--- src/rtl/rtc_pkg.sv ---
// Shared mode encodings, BCD bus field positions and calendar helpers for the RTC.
package rtc_pkg;

  localparam logic [1:0] MODEL_CLOCK     = 2'b00;
  localparam logic [1:0] MODEL_ALARM     = 2'b01;
  localparam logic [1:0] MODEL_STOPWATCH = 2'b10;
  localparam logic [1:0] MODEL_ADJUST    = 2'b11;

  // Byte fields of the 24-bit time bus {hh,mm,ss} and date bus {yy,mo,dd}.
  localparam int HOUR_HI = 23;
  localparam int HOUR_LO = 16;
  localparam int MIN_HI  = 15;
  localparam int MIN_LO  = 8;
  localparam int SEC_HI  = 7;
  localparam int SEC_LO  = 0;
  localparam int YEAR_HI = 23;
  localparam int YEAR_LO = 16;
  localparam int MON_HI  = 15;
  localparam int MON_LO  = 8;
  localparam int DAY_HI  = 7;
  localparam int DAY_LO  = 0;

  typedef enum logic {StIdle, StRing} alarm_state_e;

  // Divisible by 4 without binary conversion: tens parity selects the valid units digits.
  function automatic logic bcd_is_leap(input logic [3:0] y1, input logic [3:0] y0);
    return (!y1[0] && (y0 == 4'd0 || y0 == 4'd4 || y0 == 4'd8)) ||
           ( y1[0] && (y0 == 4'd2 || y0 == 4'd6));
  endfunction

  // Two-digit BCD increment returning {carry, next}; wraps from last to first.
  function automatic logic [8:0] bcd_step(input logic [7:0] v, input logic [7:0] last,
                                          input logic [7:0] first);
    logic [8:0] r;
    if (v == last)            r = {1'b1, first};
    else if (v[3:0] == 4'd9)  r = {1'b0, v[7:4] + 4'd1, 4'd0};
    else                      r = {1'b0, v[7:4], v[3:0] + 4'd1};
    return r;
  endfunction

endpackage

--- src/rtl/rtc_days_in_month.sv ---
// Combinational month length in BCD for a BCD month/year pair.
module rtc_days_in_month
  import rtc_pkg::*;
(
  input  logic [7:0] month_i,
  input  logic [7:0] year_i,
  output logic [7:0] days_o
);

  always_comb begin
    days_o = 8'h31;
    case (month_i)
      8'h02:                      days_o = bcd_is_leap(year_i[7:4], year_i[3:0]) ? 8'h29 : 8'h28;
      8'h04, 8'h06, 8'h09, 8'h11: days_o = 8'h30;
      default:                    days_o = 8'h31;
    endcase
  end

endmodule

--- src/rtl/rtc_timekeeper.sv ---
// 1 Hz prescaler, BCD time/calendar counters, calibrate reload and timed alarm output.
module rtc_timekeeper
  import rtc_pkg::*;
#(
  parameter int unsigned CLK_FREQ_HZ    = 50_000_000,
  parameter int unsigned ALARM_RING_SEC = 30
) (
  input  logic        clk,
  input  logic        rst_n,
  input  logic [1:0]  model,
  input  logic [23:0] adjust_time_num,
  input  logic [23:0] adjust_date_num,
  input  logic [15:0] adjust_clock_num,
  input  logic        alarm_stop,
  output logic [23:0] time_num,
  output logic [23:0] date_num,
  output logic        sec_tick,
  output logic        alarm_ring
);

  localparam int unsigned PresW = (CLK_FREQ_HZ > 1) ? $clog2(CLK_FREQ_HZ) : 1;
  localparam int unsigned RingW = (ALARM_RING_SEC > 0) ? $clog2(ALARM_RING_SEC + 1) : 1;
  localparam logic [PresW-1:0] PresMax  = PresW'(CLK_FREQ_HZ - 1);
  localparam logic [RingW-1:0] RingInit = RingW'(ALARM_RING_SEC);

  logic [PresW-1:0] cnt_q, cnt_d;
  logic [1:0]       model_q;  // model as sampled on the previous edge
  logic [23:0]      time_q, time_d, date_q, date_d;
  alarm_state_e     state_q, state_d;
  logic [RingW-1:0] ring_q, ring_d;

  logic       calib, load, tick, match;
  logic [7:0] sec_n, min_n, hour_n, day_n, mon_n, year_n;
  logic       c_sec, c_min, c_hour, c_day, c_mon, c_year;
  logic [7:0] dim_cur, dim_adj, adj_month, adj_day;

  assign calib = (model == MODEL_ADJUST);
  assign load  = (model_q == MODEL_ADJUST) && !calib;
  assign tick  = (cnt_q == PresMax) && !calib && !load;

  rtc_days_in_month u_dim_cur (
    .month_i (date_q[MON_HI:MON_LO]),
    .year_i  (date_q[YEAR_HI:YEAR_LO]),
    .days_o  (dim_cur)
  );

  rtc_days_in_month u_dim_adj (
    .month_i (adj_month),
    .year_i  (adjust_date_num[YEAR_HI:YEAR_LO]),
    .days_o  (dim_adj)
  );

  always_comb begin
    adj_month = adjust_date_num[MON_HI:MON_LO];
    if (adj_month == 8'h00)     adj_month = 8'h01;
    else if (adj_month > 8'h12) adj_month = 8'h12;
  end

  always_comb begin
    adj_day = adjust_date_num[DAY_HI:DAY_LO];
    if (adj_day == 8'h00)      adj_day = 8'h01;
    else if (adj_day > dim_adj) adj_day = dim_adj;
  end

  // Ripple carry through the BCD fields; each stage only steps when the one below wrapped.
  always_comb begin
    {c_sec, sec_n} = bcd_step(time_q[SEC_HI:SEC_LO], 8'h59, 8'h00);
    {c_min, min_n} = c_sec ? bcd_step(time_q[MIN_HI:MIN_LO], 8'h59, 8'h00)
                           : {1'b0, time_q[MIN_HI:MIN_LO]};
    {c_hour, hour_n} = c_min ? bcd_step(time_q[HOUR_HI:HOUR_LO], 8'h23, 8'h00)
                             : {1'b0, time_q[HOUR_HI:HOUR_LO]};
    {c_day, day_n} = c_hour ? bcd_step(date_q[DAY_HI:DAY_LO], dim_cur, 8'h01)
                            : {1'b0, date_q[DAY_HI:DAY_LO]};
    {c_mon, mon_n} = c_day ? bcd_step(date_q[MON_HI:MON_LO], 8'h12, 8'h01)
                           : {1'b0, date_q[MON_HI:MON_LO]};
    {c_year, year_n} = c_mon ? bcd_step(date_q[YEAR_HI:YEAR_LO], 8'h99, 8'h00)
                             : {1'b0, date_q[YEAR_HI:YEAR_LO]};
  end

  assign match = tick && ({hour_n, min_n, sec_n} == {adjust_clock_num, 8'h00});

  always_comb begin
    cnt_d   = cnt_q + PresW'(1);
    time_d  = time_q;
    date_d  = date_q;
    state_d = state_q;
    ring_d  = ring_q;

    if (calib || load || cnt_q == PresMax) cnt_d = '0;

    if (load) begin
      time_d = adjust_time_num;
      date_d = {adjust_date_num[YEAR_HI:YEAR_LO], adj_month, adj_day};
    end else if (tick) begin
      time_d = {hour_n, min_n, sec_n};
      date_d = {year_n, mon_n, day_n};
    end

    if (alarm_stop) begin
      state_d = StIdle;
      ring_d  = '0;
    end else if (match) begin
      state_d = StRing;
      ring_d  = RingInit;
    end else if (tick && state_q == StRing) begin
      if (ring_q <= RingW'(1)) begin
        state_d = StIdle;
        ring_d  = '0;
      end else begin
        ring_d = ring_q - RingW'(1);
      end
    end
  end

  always_ff @(posedge clk or negedge rst_n) begin
    if (!rst_n) begin
      cnt_q   <= '0;
      model_q <= MODEL_CLOCK;
      time_q  <= 24'h000000;
      date_q  <= 24'h000101;
      state_q <= StIdle;
      ring_q  <= '0;
    end else begin
      cnt_q   <= cnt_d;
      model_q <= model;
      time_q  <= time_d;
      date_q  <= date_d;
      state_q <= state_d;
      ring_q  <= ring_d;
    end
  end

  assign time_num   = time_q;
  assign date_num   = date_q;
  assign sec_tick   = tick;
  assign alarm_ring = (state_q == StRing);

  // The carry out of the year is deliberately dropped: 99 wraps to 00.
  logic unused_year_carry;
  assign unused_year_carry = c_year;

endmodule

--- config.mk ---
export PLATFORM = sky130hd
export DESIGN_NAME = rtc_timekeeper
export DESIGN_NICKNAME = d
export VERILOG_FILES = /design/src/rtl/rtc_pkg.sv /design/src/rtl/rtc_days_in_month.sv /design/src/rtl/rtc_timekeeper.sv
export SDC_FILE = /design/constraint.sdc
export NUM_CORES = 1
export LEC_CHECK = 0
export BUFFER_PORTS_ARGS = -buffer_cell sky130_fd_sc_hd__buf_4
export CORE_MARGIN = 1.5
export CORE_UTILIZATION = 48
export CTS_BUF_LIST = sky130_fd_sc_hd__clkbuf_8
export CTS_CLUSTER_DIAMETER = 120
export CTS_CLUSTER_SIZE = 24
export DETAILED_ROUTE_END_ITERATION = 6
export HOLD_SLACK_MARGIN = 0.02
export PLACE_DENSITY = 0.82
export SLEW_MARGIN = 20
export SYNTH_ARGS = -nofsm -noshare
export SYNTH_HDL_FRONTEND = slang
export SYNTH_SLANG_ARGS = --single-unit
--- constraint.sdc ---
create_clock -name clk -period 2.8 [get_ports clk]
set_input_delay 0.14 -clock clk [delete_from_list [all_inputs] [get_ports clk]]
set_output_delay 0.14 -clock clk [all_outputs]
set_load 0.02 [all_outputs]
==> flow_summary_export.csv <==
group,metric,value,unit
setup_path,critPathLaunchType,"flip-flop",
sta,fmax,381,MHz
floorplanning,die_y,116,µm
synthesis,syn_area_per_cell,8.41,µm²
synthesis,yosys.area.top_type_share,0.327,
global_routing,grt_first_pass_wirelength,28300,µm
floorplanning,dieArea,13400,µm²
global_routing,grt_usage,0.268,
pwr,peakVddDrop,0.247,mV
synthesis,yosys_warnings,0,
synthesis,yosysTopAreaCell,"dfrtp_1",
drt,drc,0,
finish,final_area,8020,µm²
placed_design,hpwl,13000,µm
sta,period_minus_slack,2.63,ns
setup_path,required,3.12,ns
setup_path,max_stage_delay,0.50,ns
status,outcome,"complete, no violations",
drt,vias,6379,
finish,antennaDiodeCount,0,
setup_path,reg2reg_slack,0.17,ns
clocking,cts_max_path_buffers,2,
clocking,clockRootBuffer,"clkbuf_8",
global_routing,grt_pass1_vias,5867,
global_routing,overflow,0,
floorplanning,dieWidth,116,µm
clocking,cts_tree,"yes",
synthesis,synth_seq_area_share,0.336,
sta,timing.final.crit_share,0.938,
drt,postRouteWirelength,18000,µm
synthesis,syn_area,6120,µm²
hold_path,hold_class,"primary input to flip-flop",
synthesis,synthCells,727,
sta,hold_viol,0,
drt,ant_nets,0,
sta,worstMarginPinSlew,0.832,ns
floorplanning,rows,41,
sta,timing.final.setup_violations,0,
placed_design,place_area,7460,µm²
setup_path,crit_type,"flip-flop to flip-flop",
sta,skew,0.0149,ns
placed_design,gp_congestion,0.938,
setup_path,cp-end-kind,"flip-flop",
drt,drtIter0Drc,512,
setup_path,critPathBufInv,0,
synthesis,synth_edf_count,0,
global_routing,antenna_found_initial,0,
setup_path,critPathMaxFanout,6,
sta,hold_ws,0.0379,ns
finish,final_common_cell,"buf_4",
floorplanning,io_pins,119,
synthesis,synthFlopType,"dfrtp_1",
placed_design,portBuffers,118,
setup_path,arrival,2.94,ns
synthesis,yosys-top-cells-area,"dfrtp_1 33%, ha_1 5.3%, nor2_1 5.0%",
synthesis,synth_seq_cells,82,
finish,areaGrowthSynthToFinish,31.1,%
floorplanning,start_util,0.489,
drt,avgViaCountPerCell,5.94,
setup_path,crit_family,"simple AND/OR/NAND/NOR gates",
sta,slew_headroom,0.443,
sta,final.setup.tns,0,ns
finish,drive_above_1_share,0.262,
pwr,power,3770,µW
clocking,htreeDepth,3,
setup_path,crit_slowest_cell,"or4_1",
synthesis,synth-async-reset-ratio,1.00,
pwr,p_leak,0.00351,µW
drt,first_pass_iters,5,
flow_run,maxCapViolations,0,
floorplanning,core-area,12500,µm²
synthesis,synth_nets,822,
clocking,cts_buffers,9,
sta,drv_slew,0,
clocking,numClockSinks,82,
global_routing,grt_max_degree,57,
drt,drt-wirelength-per-cell,16.8,µm
finish,layout_common_cells,"174 x buf_4, 82 x nor2_1, 80 x dfrtp_1",
setup_path,path_cells,"nor4_4 > and4_1 > o2111ai_1 > nor4_2 > nand2_1 > or4_1 > nand3_1",
clocking,clkLatencyLatePin,0.38,ns
finish,fin_nets,992,
synthesis,yosysUniqueCellTypes,80,
pwr,p_per_area,470,nW/µm²
clocking,clkSlewWorstSetupHoldPaths,0.09,ns
-- through the flow --
| stage | utilization | instances | worst slack [ns] |
|---|---|---|---|
| after floorplan | - | 727 | 0.131 |
| after global placement | 0.596 | 1034 | -0.0696 |
| after detailed placement | 0.596 | 1034 | -0.160 |
| after CTS | 0.627 | 1069 | 0.0127 |
| after global routing | 0.641 | 1074 | -0.0404 |
| final | 0.641 | 1074 | 0.174 |
-- flip-flops by register name, summed over array words and instances (netlist names) --
| signal | count |
|---|---|
| alarm_ring | 1 |
| cnt_q | 26 |
| time_num | 24 |
| model_q | 2 |
| ring_q | 5 |
| date_num | 24 |
-- final cells by class --
type,count,area [µm²]
clock inverter,7,71.3
fill,1061,4500
sequential,82,2050
multi-input combinational,586,3980
clock buffer,9,124
tap,172,215
timing repair buffer,191,1480
inverter,27,101
-- where the power goes --
part / internal [µW] / switching (µW)
Combinational: 637 / 748
Clock: 412 / 471
Sequential: 1310 / 198
Total: 2360 / 1420
-- cell families after synthesis --
group / synth area share
buffers and inverters: 0.0393
muxes: 0.0288
AOI/OAI and AO/OA: 0.206
adders and majority gates: 0.0532
and+or+nand+nor: 0.288
DFF: 0.336
xor gates and xnor gates: 0.0487
-- final timing paths --
| path | from | to | cells past startpoint |
|---|---|---|---|
| worst max-delay path | date_num[14]$_DFFE_PN0P_ | date_num[15]$_DFFE_PN0P_ | 7 |
| worst min-delay path | adjust_date_num[23] | date_num[23]$_DFFE_PN0P_ | 3 |
| worst max register to register | date_num[14]$_DFFE_PN0P_ | date_num[15]$_DFFE_PN0P_ | 7 |
| worst min register to register | cnt_q[0]$_DFF_PN0_ | cnt_q[0]$_DFF_PN0_ | 1 |
| max in group asynchronous | rst_n | date_num[0]$_DFFE_PN1P_ | 3 |
| min in group asynchronous | rst_n | cnt_q[11]$_DFF_PN0_ | 2 |
-- cells in the mapped netlist (all sizes together), types with 8 or more instances --
library cell   n
o31ai         10
xnor2         13
o22ai          8
dfrtp         80
nand3         27
clkbuf        26
nand3b        11
o21ai         50
a21oi         38
nand4         16
nand2b        13
nand2         60
inv           26
mux2i         12
nor3          27
ha            26
nor4          18
nor2b         11
xor2          21
nor2          82
a211oi         8
-- worst register-to-register path: cells and delay by family, from the launching register on --
kind	cells	cell delay, ns
simple gates	6	1.75
flops	1	0.48
compound gates	1	0.33
-- layer usage --
layer,global-route usage,part of all wire
met5,0,0
met4,0.0780,0.021
met2,0.436,0.47
met3,0.0622,0.074
met1,0.357,0.43
-- repair_timing --
action	4_1_cts	5_1_grt
hold buffers	16	1
endpoints found under the setup margin	6	17
resized for setup	3	31
pin swaps	3	7
endpoints found under the hold margin	74	1
buffers inserted	3	4
No activity file was read; power rests on OpenSTA's default activity.
